<file path="src/rtl/updown_cmd_sequencer.sv">
// Command sequencer driving a 32-bit up/down counter: buffers run-length commands,
// dithers while idle, and keeps a cycle-accurate shadow of the counter value.
module updown_cmd_sequencer #(
    parameter int DEPTH = 4,
    parameter int CNT_W = 16,
    parameter int WIDTH = 32
) (
    input  logic             clock,
    input  logic             reset,
    input  logic             cmd_valid,
    output logic             cmd_ready,
    input  logic             cmd_clear,
    input  logic             cmd_dir,
    input  logic [CNT_W-1:0] cmd_count,
    output logic             inst,
    output logic             ctr_reset,
    output logic [WIDTH-1:0] exp_value,
    output logic [WIDTH-1:0] base_value,
    output logic             busy,
    output logic             done
);

    localparam int AW = (DEPTH > 1) ? $clog2(DEPTH) : 1;

    typedef enum logic {IDLE, RUN} state_t;

    // Entry layout: {clear, dir, count}
    logic [CNT_W+1:0] mem_q [DEPTH];
    logic [AW-1:0]    wr_ptr_q, wr_ptr_d, rd_ptr_q, rd_ptr_d;
    logic [AW:0]      count_q, count_d;

    state_t           state_q, state_d;
    logic             phase_q, phase_d;
    logic [CNT_W-1:0] remaining_q, remaining_d;
    logic             dir_q, dir_d;
    logic             done_q, done_d;
    logic [WIDTH-1:0] exp_value_q, exp_value_d;
    logic [WIDTH-1:0] base_value_q, base_value_d;

    logic             full, empty, push, pop;
    logic             head_clear, head_dir;
    logic [CNT_W-1:0] head_count;

    function automatic logic [WIDTH-1:0] step_value(input logic [WIDTH-1:0] v, input logic down);
        return down ? v - WIDTH'(1) : v + WIDTH'(1);
    endfunction

    assign full       = (count_q == (AW+1)'(DEPTH));
    assign empty      = (count_q == '0);
    assign push       = cmd_valid && !full;
    assign head_clear = mem_q[rd_ptr_q][CNT_W+1];
    assign head_dir   = mem_q[rd_ptr_q][CNT_W];
    assign head_count = mem_q[rd_ptr_q][CNT_W-1:0];

    assign cmd_ready  = !full;
    assign busy       = !empty || (state_q == RUN);
    assign done       = done_q;
    assign exp_value  = exp_value_q;
    assign base_value = base_value_q;

    always_comb begin
        inst         = 1'b0;
        ctr_reset    = 1'b0;
        pop          = 1'b0;
        state_d      = state_q;
        phase_d      = phase_q;
        remaining_d  = remaining_q;
        dir_d        = dir_q;
        done_d       = 1'b0;
        base_value_d = base_value_q;

        if (reset) begin
            ctr_reset = 1'b1;
        end else if (state_q == RUN) begin
            inst        = dir_q;
            remaining_d = remaining_q - CNT_W'(1);
            if (remaining_q == CNT_W'(1)) begin
                // exp equals base on entry to RUN, so the final shadow value is the new base
                state_d      = IDLE;
                phase_d      = 1'b0;
                base_value_d = step_value(exp_value_q, dir_q);
                done_d       = 1'b1;
            end
        end else if (phase_q) begin
            inst    = 1'b1;
            phase_d = 1'b0;
        end else if (!empty && head_clear) begin
            ctr_reset    = 1'b1;
            pop          = 1'b1;
            base_value_d = '0;
            done_d       = 1'b1;
        end else if (!empty && head_count >= CNT_W'(2)) begin
            inst        = head_dir;
            pop         = 1'b1;
            dir_d       = head_dir;
            remaining_d = head_count - CNT_W'(1);
            state_d     = RUN;
        end else if (!empty && head_count == CNT_W'(1)) begin
            inst         = head_dir;
            pop          = 1'b1;
            base_value_d = step_value(base_value_q, head_dir);
            done_d       = 1'b1;
        end else begin
            if (!empty) begin
                pop    = 1'b1;
                done_d = 1'b1;
            end
            phase_d = 1'b1;
        end

        exp_value_d = ctr_reset ? '0 : step_value(exp_value_q, inst);

        wr_ptr_d = push ? wr_ptr_q + 1'b1 : wr_ptr_q;
        rd_ptr_d = pop  ? rd_ptr_q + 1'b1 : rd_ptr_q;
        case ({push, pop})
            2'b10:   count_d = count_q + 1'b1;
            2'b01:   count_d = count_q - 1'b1;
            default: count_d = count_q;
        endcase
    end

    always_ff @(posedge clock) begin
        if (reset) begin
            state_q      <= IDLE;
            phase_q      <= 1'b0;
            remaining_q  <= '0;
            dir_q        <= 1'b0;
            done_q       <= 1'b0;
            exp_value_q  <= '0;
            base_value_q <= '0;
            wr_ptr_q     <= '0;
            rd_ptr_q     <= '0;
            count_q      <= '0;
        end else begin
            state_q      <= state_d;
            phase_q      <= phase_d;
            remaining_q  <= remaining_d;
            dir_q        <= dir_d;
            done_q       <= done_d;
            exp_value_q  <= exp_value_d;
            base_value_q <= base_value_d;
            wr_ptr_q     <= wr_ptr_d;
            rd_ptr_q     <= rd_ptr_d;
            count_q      <= count_d;
        end
    end

    always_ff @(posedge clock) begin
        if (push) begin
            mem_q[wr_ptr_q] <= {cmd_clear, cmd_dir, cmd_count};
        end
    end

endmodule

</file>
<file path="config.mk">
export PLATFORM = sky130hd
export DESIGN_NAME = updown_cmd_sequencer
export DESIGN_NICKNAME = d
export VERILOG_FILES = /design/src/rtl/updown_cmd_sequencer.sv
export SDC_FILE = /design/constraint.sdc
export NUM_CORES = 1
export LEC_CHECK = 0
export BUFFER_PORTS_ARGS = -buffer_cell sky130_fd_sc_hd__buf_2
export CAP_MARGIN = 5
export CELL_PAD_IN_SITES_DETAIL_PLACEMENT = 0
export CELL_PAD_IN_SITES_GLOBAL_PLACEMENT = 2
export CORE_ASPECT_RATIO = 1.75
export CORE_MARGIN = 3
export CORE_UTILIZATION = 30
export DETAILED_ROUTE_END_ITERATION = 16
export PLACE_DENSITY_LB_ADDON = 0.1
export SETUP_SLACK_MARGIN = 0.1
export SLEW_MARGIN = 25
export SYNTH_ARGS = -nofsm -noshare
export SYNTH_HDL_FRONTEND = slang
export SYNTH_SLANG_ARGS = --single-unit
</file>
<file path="constraint.sdc">
create_clock -name clock -period 4.5 [get_ports clock]
set_clock_uncertainty 0.1 [all_clocks]
set_input_delay 0.675 -clock clock [delete_from_list [all_inputs] [get_ports clock]]
set_output_delay 0.675 -clock clock [all_outputs]
set_load 0.01 [all_outputs]
</file>
# Word level (Yosys, flattened, before mapping)
# Memories as Yosys holds them, arrays and structs flattened. A register that Yosys moved wholly into a read port is not among the register bits.
# Index checks and enable logic that the tools add are counted.
# W data, S select, Z words.
# word_totals
memories	1
out_inout_bits	69
reg_bits	91
elab_cells	100
ram_bits	72
in_bits	21
# classes
addsub	10
reduce_logical	15
eq_ne	9
magnitude_cmp	1
bitwise	3
n_mux	51
# memory_table
name	depth	width	rd	rd_clocked_by_memory_dff	wr	line_no	text
mem_q	4	18	1	1	1	28	logic [CNT_W+1:0] mem_q [DEPTH];
# ops
op	count
$mux W32	9
$add A32 B1 Y32 const B	2
$mux W16	4
$sub A32 B1 Y32 const B	2
$mux W1	35
$eq A16 B1 Y1 const B	2
$sub A16 B1 Y16 const B	2
$ge A16 B2 Y1 const B	1
$reduce_and A4 Y1	2
$pmux W3 S2	1
$add A2 B1 Y2 const B	2
$logic_and A1 B1 Y1	4
$mux W2	2
$ne A2 B2 Y1 const B	2
$reduce_bool A2 Y1	2
$add A3 B1 Y3 const B	1
$eq A3 B3 Y1 const B	1
$logic_not A3 Y1	1
$ne A3 B3 Y1 const B	1
$not A1 Y1	3
$reduce_and A3 Y1	1
$reduce_bool A3 Y1	1
$sub A3 B1 Y3 const B	1
$eq A2 B1 Y1 const B	1
other kinds (5)	6

# Longest topological paths before layout
# depth
depth_word	11
depth_mapped	13
depth_no_buf	10

# Worst setup path before layout
# OpenSTA, ideal clock, no wires.
# synth_path
path_kind	flip-flop to flip-flop
from	register (tool-made name)
to	register base_value_q[27], in the netlist base_value[27]
path_slack_ns	0.387
stages_incl_launch_ff	13
setup_time_ns	0.091
required_time_ns	4.309
period_less_slack_ns	4.113
arrival_time_ns	3.922
path_buffers	2
cell_sequence	dfxtp_1 > buf_6 > buf_4 > mux4_2 > ha_1 > a211oi_1 > o31ai_1 > o21a_1 > o311a_1 > o21ai_1 > a21boi_0 > or4_1 > a311oi_1
# synth_lines
item	line_no	text
to (signal assigned)	141	base_value_q <= base_value_d;
to (decl)	38	logic [WIDTH-1:0] base_value_q, base_value_d;

==> results.cfg <==
[run_status]
outcome = completed

[die]
die_h_um = 251.3
ios = 90
die_x_um = 146.2
rows = 89
die_area_um2 = 36730
fp.coreArea_um2 = 33850
start_util = 0.3047

[worst_setup_path]
endpoint_kind = flop
critPathLaunchType = flop
path_class = reg2reg
cp_max_fo = 12
worstPathArrival_ps = 4420
required_ps = 4750

[clock_tree]
clock_sinks = 165
cts_root_buf = clkbuf_16
cts_tree = done
cts.path.max_buffers = 2
postCtsSetupBuffers = 0
holdBufCountCts = 0
numCtsBuffers = 17
cts.clk_slew.worst_paths_ps = 70
cts_resized = 0
h-tree-depth = 4
clk_latency_ps = 440

[sta]
rsz0062_at_grt = false
fin_setup_tns_ps = 0
slew-limit-headroom = 0.3350
setup_viol = 0
period_share = 0.9254
hold_viol = 0
tightest_slew_ps = 997.4
slew_violations = 0
hold_ws_ps = 347.4
setup_ws_ps = 335.6
period_minus_slack_ps = 4164
clock.fmax_mhz = 240.1

[logic_synthesis]
ys_warn_count = 0
async_reset_ff_frac = 0
ys_ff_latch = 165
ys_seq_area_frac = 0.3901
synth_cell_types = 67
syn_area_per_cell_um2 = 9.192
syn_area_um2 = 10310
synth_cells = 1122
synth_flop_cell = dfxtp_1
synth-edff-count = 72
synth_nets = 1187

[cells_and_area]
postLayoutCoreUtil = 0.3490
area_growth_pct = 14.55
final_cells = 1649
drive_above_1_share = 0.1509
nNetsFinal = 1245

[global_routing]
antenna_found_initial = 0
overflow = 0
grt_start_max_net_pins = 36
grt_pass1_vias = 8941
grt_pass1_wl_um = 52750
globalRouteTotalUtil = 0.1879

[routing]
dr.pass1.iters = 4
post_drt_via_cell_ratio = 5.253
antenna_left = 0
wirelength_um = 34480
wl_per_cell_um = 20.91
vias = 8662
route.detailed.drc = 0
drt_first_iter_violations = 356

[pwr]
p_leak_uw = 0.004564
max-vdd-ir-drop_v = 0.0003064
p_per_area_nw_per_um2 = 851.6

[place]
gp_congestion = 0.8336
dp_hpwl_um = 26610
io_buffers = 89
dp_slack_ps = 434.9
dp.cells = 1616

[run]
max_cap_violations = 0

[worst_hold_path]
min_path_type = in2reg
through the flow:
| step | total power (µW) | cell area, µm² |
|---|---|---|
| 4_1_cts | 10220 | 11810 |
| 5_1_grt | 10900 | 11810 |
| 3_3_place_gp | 8672 | 11210 |
| 3_5_place_dp | 8658 | 11210 |
| 2_1_floorplan | 6633 | 10310 |
| 6_report | 10060 | 11810 |
registers in the layout (all words and copies together) (netlist names), 2 cells and up, named ones only:
register	flops
wr_ptr_q	2
rd_ptr_q	2
mem_q	72
exp_value	32
remaining_q	16
count_q	3
base_value	32
critical path, stage by stage, from the launching register on:
cell      delay (ps)
dfxtp_1          360
mux4_2           690
ha_1             430
a211oi_1         360
o31ai_1          180
o21a_1           210
o311a_1          390
o21ai_1          380
a21boi_0         220
or4_1            510
a311oi_1         250
metal layers:
metal  routed length [µm]  vias up  part of all wire  global-route usage
li1                     -     4281                 -                   -
met1                12280     4191              0.36              0.1830
met2                19770      143              0.57              0.3790
met3                  705       47             0.020             0.02308
met4                 1722        0             0.050             0.09634
met5                    0        -                 0                   0
area by class of cell:
type / count / area [µm²]
Fill cell: 3583 / 22040
Multi-Input combinational cell: 859 / 5893
Sequential cell: 165 / 4025
Timing Repair Buffer: 115 / 640.6
Tap cell: 455 / 569.3
Clock buffer: 17 / 425.4
Clock inverter: 15 / 175.2
Inverter: 22 / 82.58
Antenna cell: 1 / 2.502
cell usage in the layout (no fill, tap or decap), types with 6 or more instances in the layout:
| cell | netlist | final |
|---|---|---|
| xnor2_1 | 60 | 60 |
| or4_1 | 7 | 7 |
| a21o_1 | 13 | 12 |
| ha_1 | 42 | 42 |
| o21a_1 | 6 | 6 |
| and2_1 | 8 | 8 |
| nor2_1 | 130 | 130 |
| nor4_1 | 10 | 10 |
| inv_8 | 0 | 7 |
| o21ai_0 | 30 | 30 |
| o31ai_1 | 8 | 8 |
| mux4_2 | 18 | 18 |
| a211oi_1 | 21 | 21 |
| xor2_1 | 41 | 41 |
| edfxtp_1 | 72 | 72 |
| dfxtp_1 | 93 | 92 |
| or3_1 | 12 | 12 |
| nor3_1 | 62 | 62 |
| nand4_1 | 19 | 19 |
| buf_4 | 2 | 26 |
| a221oi_1 | 22 | 22 |
| mux2i_1 | 38 | 38 |
| and4_1 | 8 | 8 |
| nand2_1 | 76 | 76 |
| buf_2 | 5 | 89 |
| and3_1 | 23 | 20 |
| a21oi_1 | 64 | 63 |
| nand3_1 | 41 | 41 |
| a311oi_1 | 6 | 6 |
| inv_1 | 22 | 22 |
| a31oi_1 | 10 | 10 |
| o211ai_1 | 6 | 6 |
| nand2b_1 | 8 | 8 |
| clkbuf_16 | 0 | 17 |
| o21ai_1 | 8 | 8 |
where the power goes:
part           total [µW]  internal [µW]  leakage (µW)  switching [µW]
registers            2550           1980       0.00142             576
logic                5990           2240       0.00285            3750
clock network        1520            799      0.000291             722
total               10100           5020       0.00456            5040
logic make-up (layout without fill, tap and decap cells):
kind of cell,after synthesis,in the layout,synth area share
mux,59,59,0.07946
other cells,0,1,0
compound gates,228,228,0.1463
fa+ha+maj,44,44,0.05483
xor+xnor,101,101,0.08577
simple gates,427,427,0.2034
flops,165,165,0.3901
buf+inv,98,169,0.04003
final timing paths:
| kind | start | end | slack [ps] | cells after the start |
|---|---|---|---|---|
| setup / recovery | flop | base_value[27] | 340 | 10 |
| hold / removal | cmd_count[0] | mem_q[0][0] | 350 | 1 |
| setup reg to reg | flop | base_value[27] | 340 | 10 |
| hold reg to reg | remaining_q[9] | remaining_q[9] | 370 | 2 |
Yosys cell counts, types with 6 or more instances:
cell type / instances / area share
a21oi_1: 64 / 0.031
nor4_1: 10 / 0.0061
or3_1: 12 / 0.0073
and3_1: 23 / 0.014
a31oi_1: 10 / 0.0061
a311oi_1: 6 / 0.0051
inv_1: 22 / 0.0080
edfxtp_1: 72 / 0.21
dfxtp_1: 93 / 0.18
nand2_1: 76 / 0.028
o21ai_1: 8 / 0.0039
mux4_2: 18 / 0.039
clkbuf_1: 60 / 0.022
mux2i_1: 38 / 0.037
nor2_1: 130 / 0.047
o31ai_1: 8 / 0.0058
and2_1: 8 / 0.0049
nand2b_1: 8 / 0.0049
nand4_1: 19 / 0.012
xor2_1: 41 / 0.035
and4_1: 8 / 0.0068
nand3_1: 41 / 0.020
a21o_1: 13 / 0.0095
o211ai_1: 6 / 0.0044
ha_1: 42 / 0.051
o21ai_0: 30 / 0.015
o21a_1: 6 / 0.0044
or4_1: 7 / 0.0051
a221oi_1: 22 / 0.019
nor3_1: 62 / 0.030
a211oi_1: 21 / 0.015
xnor2_1: 60 / 0.051
Note: power is estimated with default switching activity, not from simulation.
